--- src/rtl/tft_pwr_seq.sv ---
// Panel power/enable sequencer: timing generator, then rgb path, then PWM backlight ramp.
// Power-down runs the same steps in reverse order. Frame waits count vsync rising edges.
module tft_pwr_seq #(
    parameter logic [15:0] CLK_FRAMES  = 16'd2,
    parameter logic [15:0] DATA_FRAMES = 16'd1,
    parameter logic [15:0] RAMP_DIV    = 16'd1000,
    parameter logic [31:0] FRAME_TO    = 32'd2000000
) (
    input  logic       sys_clk,
    input  logic       sys_rst_n,
    input  logic       pwr_on_req,
    input  logic       vsync_in,
    input  logic [7:0] bl_level,
    output logic       timing_en,
    output logic       data_en,
    output logic       tft_bl,
    output logic       pwr_ok,
    output logic       busy
);

    typedef enum logic [2:0] {
        ST_OFF      = 3'd0,
        ST_CLK_ON   = 3'd1,
        ST_DATA_ON  = 3'd2,
        ST_BL_RAMP  = 3'd3,
        ST_ON       = 3'd4,
        ST_BL_DOWN  = 3'd5,
        ST_DATA_OFF = 3'd6
    } state_t;

    state_t      state_q, state_d;
    logic        vsync_dly_q;
    logic [7:0]  duty_q, duty_d;
    logic [7:0]  pwm_cnt_q, pwm_cnt_d;
    logic [15:0] frame_cnt_q, frame_cnt_d;
    logic [15:0] ramp_cnt_q, ramp_cnt_d;
    logic [31:0] to_cnt_q, to_cnt_d;
    logic        timing_en_q, timing_en_d;
    logic        data_en_q, data_en_d;
    logic        tft_bl_q, tft_bl_d;
    logic        pwr_ok_q, pwr_ok_d;
    logic        busy_q, busy_d;

    logic        fr_tick_s;
    logic [15:0] wait_n_s;
    logic [15:0] frame_inc_s;
    logic        wait_done_s;
    logic        ramp_tick_s;

    // Frame-wait and ramp-step qualifiers shared by the state logic.
    always_comb begin
        fr_tick_s   = vsync_in & ~vsync_dly_q;
        wait_n_s    = (state_q == ST_CLK_ON) ? CLK_FRAMES : DATA_FRAMES;
        frame_inc_s = frame_cnt_q + {15'd0, fr_tick_s};
        // The watchdog keeps a dead vsync from stalling the sequence.
        wait_done_s = (frame_inc_s >= wait_n_s) || (to_cnt_q >= (FRAME_TO - 32'd1));
        ramp_tick_s = (ramp_cnt_q >= (RAMP_DIV - 16'd1));
    end

    // Next-state and duty computation; a request change wins over wait/ramp completion.
    always_comb begin
        state_d = state_q;
        duty_d  = duty_q;
        case (state_q)
            ST_OFF: begin
                if (pwr_on_req) state_d = ST_CLK_ON;
                else            state_d = ST_OFF;
            end
            ST_CLK_ON: begin
                if (!pwr_on_req)      state_d = ST_OFF;
                else if (wait_done_s) state_d = ST_DATA_ON;
                else                  state_d = ST_CLK_ON;
            end
            ST_DATA_ON: begin
                if (!pwr_on_req)      state_d = ST_DATA_OFF;
                else if (wait_done_s) state_d = ST_BL_RAMP;
                else                  state_d = ST_DATA_ON;
            end
            ST_BL_RAMP: begin
                if (!pwr_on_req) begin
                    state_d = ST_BL_DOWN;
                end else if (duty_q == bl_level) begin
                    state_d = ST_ON;
                end else if (ramp_tick_s) begin
                    // Step toward the target so a resumed ramp above bl_level still converges.
                    duty_d = (duty_q < bl_level) ? (duty_q + 8'd1) : (duty_q - 8'd1);
                end else begin
                    state_d = ST_BL_RAMP;
                end
            end
            ST_ON: begin
                if (!pwr_on_req) begin
                    state_d = ST_BL_DOWN;
                end else if (ramp_tick_s && (duty_q != bl_level)) begin
                    duty_d = (duty_q < bl_level) ? (duty_q + 8'd1) : (duty_q - 8'd1);
                end else begin
                    state_d = ST_ON;
                end
            end
            ST_BL_DOWN: begin
                if (pwr_on_req)         state_d = ST_BL_RAMP;
                else if (duty_q == 8'd0) state_d = ST_DATA_OFF;
                else if (ramp_tick_s)   duty_d  = duty_q - 8'd1;
                else                    state_d = ST_BL_DOWN;
            end
            ST_DATA_OFF: begin
                if (wait_done_s) state_d = ST_OFF;
                else             state_d = ST_DATA_OFF;
            end
            default: begin
                state_d = ST_OFF;
                duty_d  = 8'd0;
            end
        endcase
    end

    // Wait and ramp counters restart whenever the state changes.
    always_comb begin
        if (state_d != state_q) begin
            frame_cnt_d = 16'd0;
            to_cnt_d    = 32'd0;
            ramp_cnt_d  = 16'd0;
        end else begin
            frame_cnt_d = frame_inc_s;
            to_cnt_d    = fr_tick_s ? 32'd0 : (to_cnt_q + 32'd1);
            ramp_cnt_d  = ramp_tick_s ? 16'd0 : (ramp_cnt_q + 16'd1);
        end
    end

    // Output decode from the current state, so enables lag the state by one cycle.
    always_comb begin
        timing_en_d = 1'b1;
        data_en_d   = 1'b0;
        pwr_ok_d    = 1'b0;
        busy_d      = 1'b1;
        case (state_q)
            ST_OFF:      begin timing_en_d = 1'b0; busy_d = 1'b0; end
            ST_CLK_ON:   data_en_d = 1'b0;
            ST_DATA_ON:  data_en_d = 1'b1;
            ST_BL_RAMP:  data_en_d = 1'b1;
            ST_ON:       begin data_en_d = 1'b1; pwr_ok_d = 1'b1; busy_d = 1'b0; end
            ST_BL_DOWN:  data_en_d = 1'b1;
            ST_DATA_OFF: data_en_d = 1'b0;
            default:     begin timing_en_d = 1'b0; busy_d = 1'b0; end
        endcase
        pwm_cnt_d = timing_en_q ? (pwm_cnt_q + 8'd1) : 8'd0;
        tft_bl_d  = (duty_q > pwm_cnt_q);
    end

    // State, counter and output registers.
    always_ff @(posedge sys_clk or negedge sys_rst_n) begin
        if (!sys_rst_n) begin
            state_q     <= ST_OFF;
            vsync_dly_q <= 1'b1;
            duty_q      <= 8'd0;
            pwm_cnt_q   <= 8'd0;
            frame_cnt_q <= 16'd0;
            ramp_cnt_q  <= 16'd0;
            to_cnt_q    <= 32'd0;
            timing_en_q <= 1'b0;
            data_en_q   <= 1'b0;
            tft_bl_q    <= 1'b0;
            pwr_ok_q    <= 1'b0;
            busy_q      <= 1'b0;
        end else begin
            state_q     <= state_d;
            vsync_dly_q <= vsync_in;
            duty_q      <= duty_d;
            pwm_cnt_q   <= pwm_cnt_d;
            frame_cnt_q <= frame_cnt_d;
            ramp_cnt_q  <= ramp_cnt_d;
            to_cnt_q    <= to_cnt_d;
            timing_en_q <= timing_en_d;
            data_en_q   <= data_en_d;
            tft_bl_q    <= tft_bl_d;
            pwr_ok_q    <= pwr_ok_d;
            busy_q      <= busy_d;
        end
    end

    assign timing_en = timing_en_q;
    assign data_en   = data_en_q;
    assign tft_bl    = tft_bl_q;
    assign pwr_ok    = pwr_ok_q;
    assign busy      = busy_q;

endmodule

--- config.mk ---
export PLATFORM = sky130hd
export DESIGN_NAME = tft_pwr_seq
export DESIGN_NICKNAME = d
export VERILOG_FILES = /design/src/rtl/tft_pwr_seq.sv
export SDC_FILE = /design/constraint.sdc
export NUM_CORES = 1
export LEC_CHECK = 0
export CORE_UTILIZATION = 40
export CTS_BUF_LIST = sky130_fd_sc_hd__clkbuf_2 sky130_fd_sc_hd__clkbuf_4 sky130_fd_sc_hd__clkbuf_8
export DETAILED_ROUTE_END_ITERATION = 8
export PLACE_DENSITY = 0.54
export SYNTH_ARGS = -nofsm -noshare
export SYNTH_HDL_FRONTEND = slang
export SYNTH_SLANG_ARGS = --single-unit
export TNS_END_PERCENT = 20
--- constraint.sdc ---
create_clock -name sys_clk -period 5.2 [get_ports sys_clk]
set_input_delay 0.52 -clock sys_clk [delete_from_list [all_inputs] [get_ports sys_clk]]
set_output_delay 0.52 -clock sys_clk [all_outputs]
set_load 0.02 [all_outputs]
==> results.json <==
{
  "critPathArrivalTime_ps": 4500,
  "period_minus_slack_ps": 4230,
  "fin_nets": 612,
  "start_kind": "input pin",
  "maxCapViolCount": 0,
  "grt_start_max_net_pins": 48,
  "synth_largest_area_cell": "dfrtp_1",
  "end_kind": "flip-flop",
  "antenna_found_initial": 0,
  "die_h_um": 115,
  "p_leak_nw": 2.40,
  "clk_latency_ps": 370,
  "netlist_area_mm2": 0.00515,
  "cp.depth": 15,
  "path_cells": "clkdlybuf4s50_1 > nand2b_1 > inv_1 > buf_4 > ha_1 > inv_1 > ha_1 > nand2b_1 > a21oi_1 > nand4_1 > or4b_1 > nor4_1 > o21ai_4 > buf_4 > nor3_1",
  "syn_inst": 562,
  "crit_slowest_cell": "or4b_1",
  "drtIter0Drc": 197,
  "synth.distinct_cells": 56,
  "num_rows": 41,
  "vias": 3996,
  "finClkSkew_ps": 15.1,
  "setup_tns_ps": 0,
  "initial_utilization_pct": 41.0,
  "ys_seq_elements": 89,
  "synth_flop_cell": "dfrtp_1",
  "root_buffer": "clkbuf_8",
  "synth_area_per_cell_um2": 9.16,
  "reg2reg_depth": 12,
  "drv_slew": 0,
  "cts_hold_buffers": 0,
  "power.density_mw_per_mm2": 413,
  "wl_mm": 10.7,
  "rsz0062_at_grt": "no",
  "area_delta_synth_final_pct": 10.1,
  "synth_edf_count": 0,
  "ys_async_sr_fraction_pct": 100,
  "status": "finished, final reports clean",
  "port_buffers": 16,
  "dieWidth_um": 115,
  "grt_overflow": 0,
  "dp_hpwl_mm": 7.41,
  "power_mw": 2.34,
  "place.gp.congestion": 0.796,
  "track_usage_pct": 17.8,
  "antenna-diode-count": 0,
  "clk_pin_slew_worst_paths_ps": 90,
  "viasPerCell": 5.31,
  "hp-class": "input pin to asynchronous set/reset pin",
  "irDropWorstVdd_mv": 0.220,
  "critPathTopFamily": "simple AND/OR/NAND/NOR gates",
  "grt_pass1_wl_mm": 18.7,
  "cts_tree": "yes",
  "worst_pin_slew_ps": 1060,
  "critPathKind": "input pin to flip-flop",
  "drive_gt1_share_pct": 5.34,
  "slew_headroom_pct": 29.3,
  "clock-sinks": 89,
  "grt_pass1_vias": 3995,
  "finalHoldViolCount": 0,
  "cts.path.max_buffers": 2,
  "period_share_pct": 81.4,
  "io_pins": 17,
  "cp_slowest_stage_delay_ps": 530,
  "synth_area_leaders": "dfrtp_1, ha_1, xor2_1",
  "htreeDepth": 3,
  "core_area_mm2": 0.0126,
  "crit_path_max_fanout": 38,
  "dieArea_mm2": 0.0133,
  "required_ps": 5470,
  "final-setup-viol-count": 0,
  "drcViolationCount": 0,
  "drtAntennaViolNets": 0,
  "cts_buffers": 9,
  "worst-path-buf-inv": 5,
  "drtPass1Iterations": 4,
  "cts_setup_buffers": 0,
  "ys_seq_area_share_pct": 43.3,
  "routedWlPerCell_um": 14.3,
  "ys_warn_count": 0,
  "ctsResizeCount": 0,
  "fmax_mhz": 236,
  "synth_top_cell_area_share_pct": 42.8
}
## cell usage after synthesis (6+ instances only)
cell / instances
nand4_1: 20
and2_1: 9
and3_1: 15
xnor2_1: 26
nor4_1: 9
o21ai_0: 18
xor2_1: 34
nand3_1: 28
nor3_1: 50
clkbuf_1: 12
or3_1: 7
buf_2: 7
nor2_1: 48
ha_1: 25
a21oi_1: 22
inv_1: 28
a31oi_1: 6
nand2_1: 37
dfrtp_1: 88
## final timing paths
check                             from       endpoint  slack (ps)
min reg2reg                to_cnt_q[0]    to_cnt_q[0]         480
min                          sys_rst_n        data_en         130
max                           vsync_in  ramp_cnt_q[6]         970
max in group asynchronous    sys_rst_n   to_cnt_q[18]        4060
max reg2reg                 state_q[0]  ramp_cnt_q[6]        1020
min in group sys_clk       to_cnt_q[0]    to_cnt_q[0]         480
## area by class of cell
type / instances / area [µm²]
Clock buffer: 10 / 138
Clock inverter: 6 / 65.1
Sequential cell: 89 / 2230
Multi-Input combinational cell: 428 / 2740
Tap cell: 172 / 215
Timing Repair Buffer: 19 / 180
Fill cell: 1232 / 6900
Inverter: 28 / 105
## cell families (layout without fill, tap and decap cells)
logic type	Yosys count	count (layout)	synth area share [%]
flops	89	89	43.3
mux	5	5	0.972
other cells	1	6	0.0728
fa+ha+maj	25	25	6.07
compound gates	77	77	9.31
buf+inv	50	63	4.11
xor+xnor	60	60	10.2
simple gates	255	255	26.0
## cell usage in the layout (no fill, tap or decap), types with 3 or more instances in the layout
master           count
and2_1               9
dfrtp_1             88
ha_1                25
a31oi_1              6
nand4_1             20
xnor2_1             26
or4_1                3
nor4_1               9
clkdlybuf4s50_1     15
conb_1               6
o21ai_0             18
mux2i_1              5
and3_1              15
and4_1               5
clkbuf_8            10
nor2b_1              5
or2_2                4
nor3_1              50
o2bb2ai_1            3
o22ai_1              4
a21o_1               4
buf_4                4
a21oi_1             22
or3_1                7
nand2_1             37
nand3_1             28
nand2b_1             4
nor2_1              48
inv_1               28
xor2_1              34
## layer usage
layer	GRT usage [%]	vias to the layer above	routed length [µm]
met4	6.32	0	163
met5	0	-	0
met3	3.61	11	305
met2	30.1	50	5040
met1	22.7	1934	5230
li1	-	2001	-
## registers in the layout (all words and copies together) (netlist names)
name         flops
busy             1
data_en          1
duty_q           8
frame_cnt_q     16
pwm_cnt_q        8
pwr_ok           1
ramp_cnt_q      16
state_q          3
tft_bl           1
timing_en        1
to_cnt_q        32
vsync_dly_q      1
## per-stage QoR
step	utilization [%]	worst slack [ps]	instance area [µm²]	hold slack, ps	std cells
3_5_place_dp	43.5	530	5470	467	736
6_report	45.1	967	5670	128	752
4_1_cts	45.1	943	5670	149	752
5_1_grt	45.1	685	5670	167	752
2_1_floorplan	-	1620	5170	224	567
3_3_place_gp	43.5	728	5470	457	736
## power breakdown
group          internal (mW)  switching [mW]  leakage, nW  total, mW
clock network          0.236           0.253        0.103      0.489
registers              0.771           0.134         1.20      0.905
logic                  0.356           0.594         1.10      0.951
## worst register-to-register path, stage by stage (launching register included)
cell	delay (ps)
dfrtp_1	610
inv_1	220
nor2_1	260
nand2_1	170
ha_1	200
or4_1	390
a21oi_1	130
nand4_1	80
or4b_1	530
nor4_1	510
o21ai_4	370
buf_4	360
nor3_1	240
No activity file was read; power rests on OpenSTA's default activity.
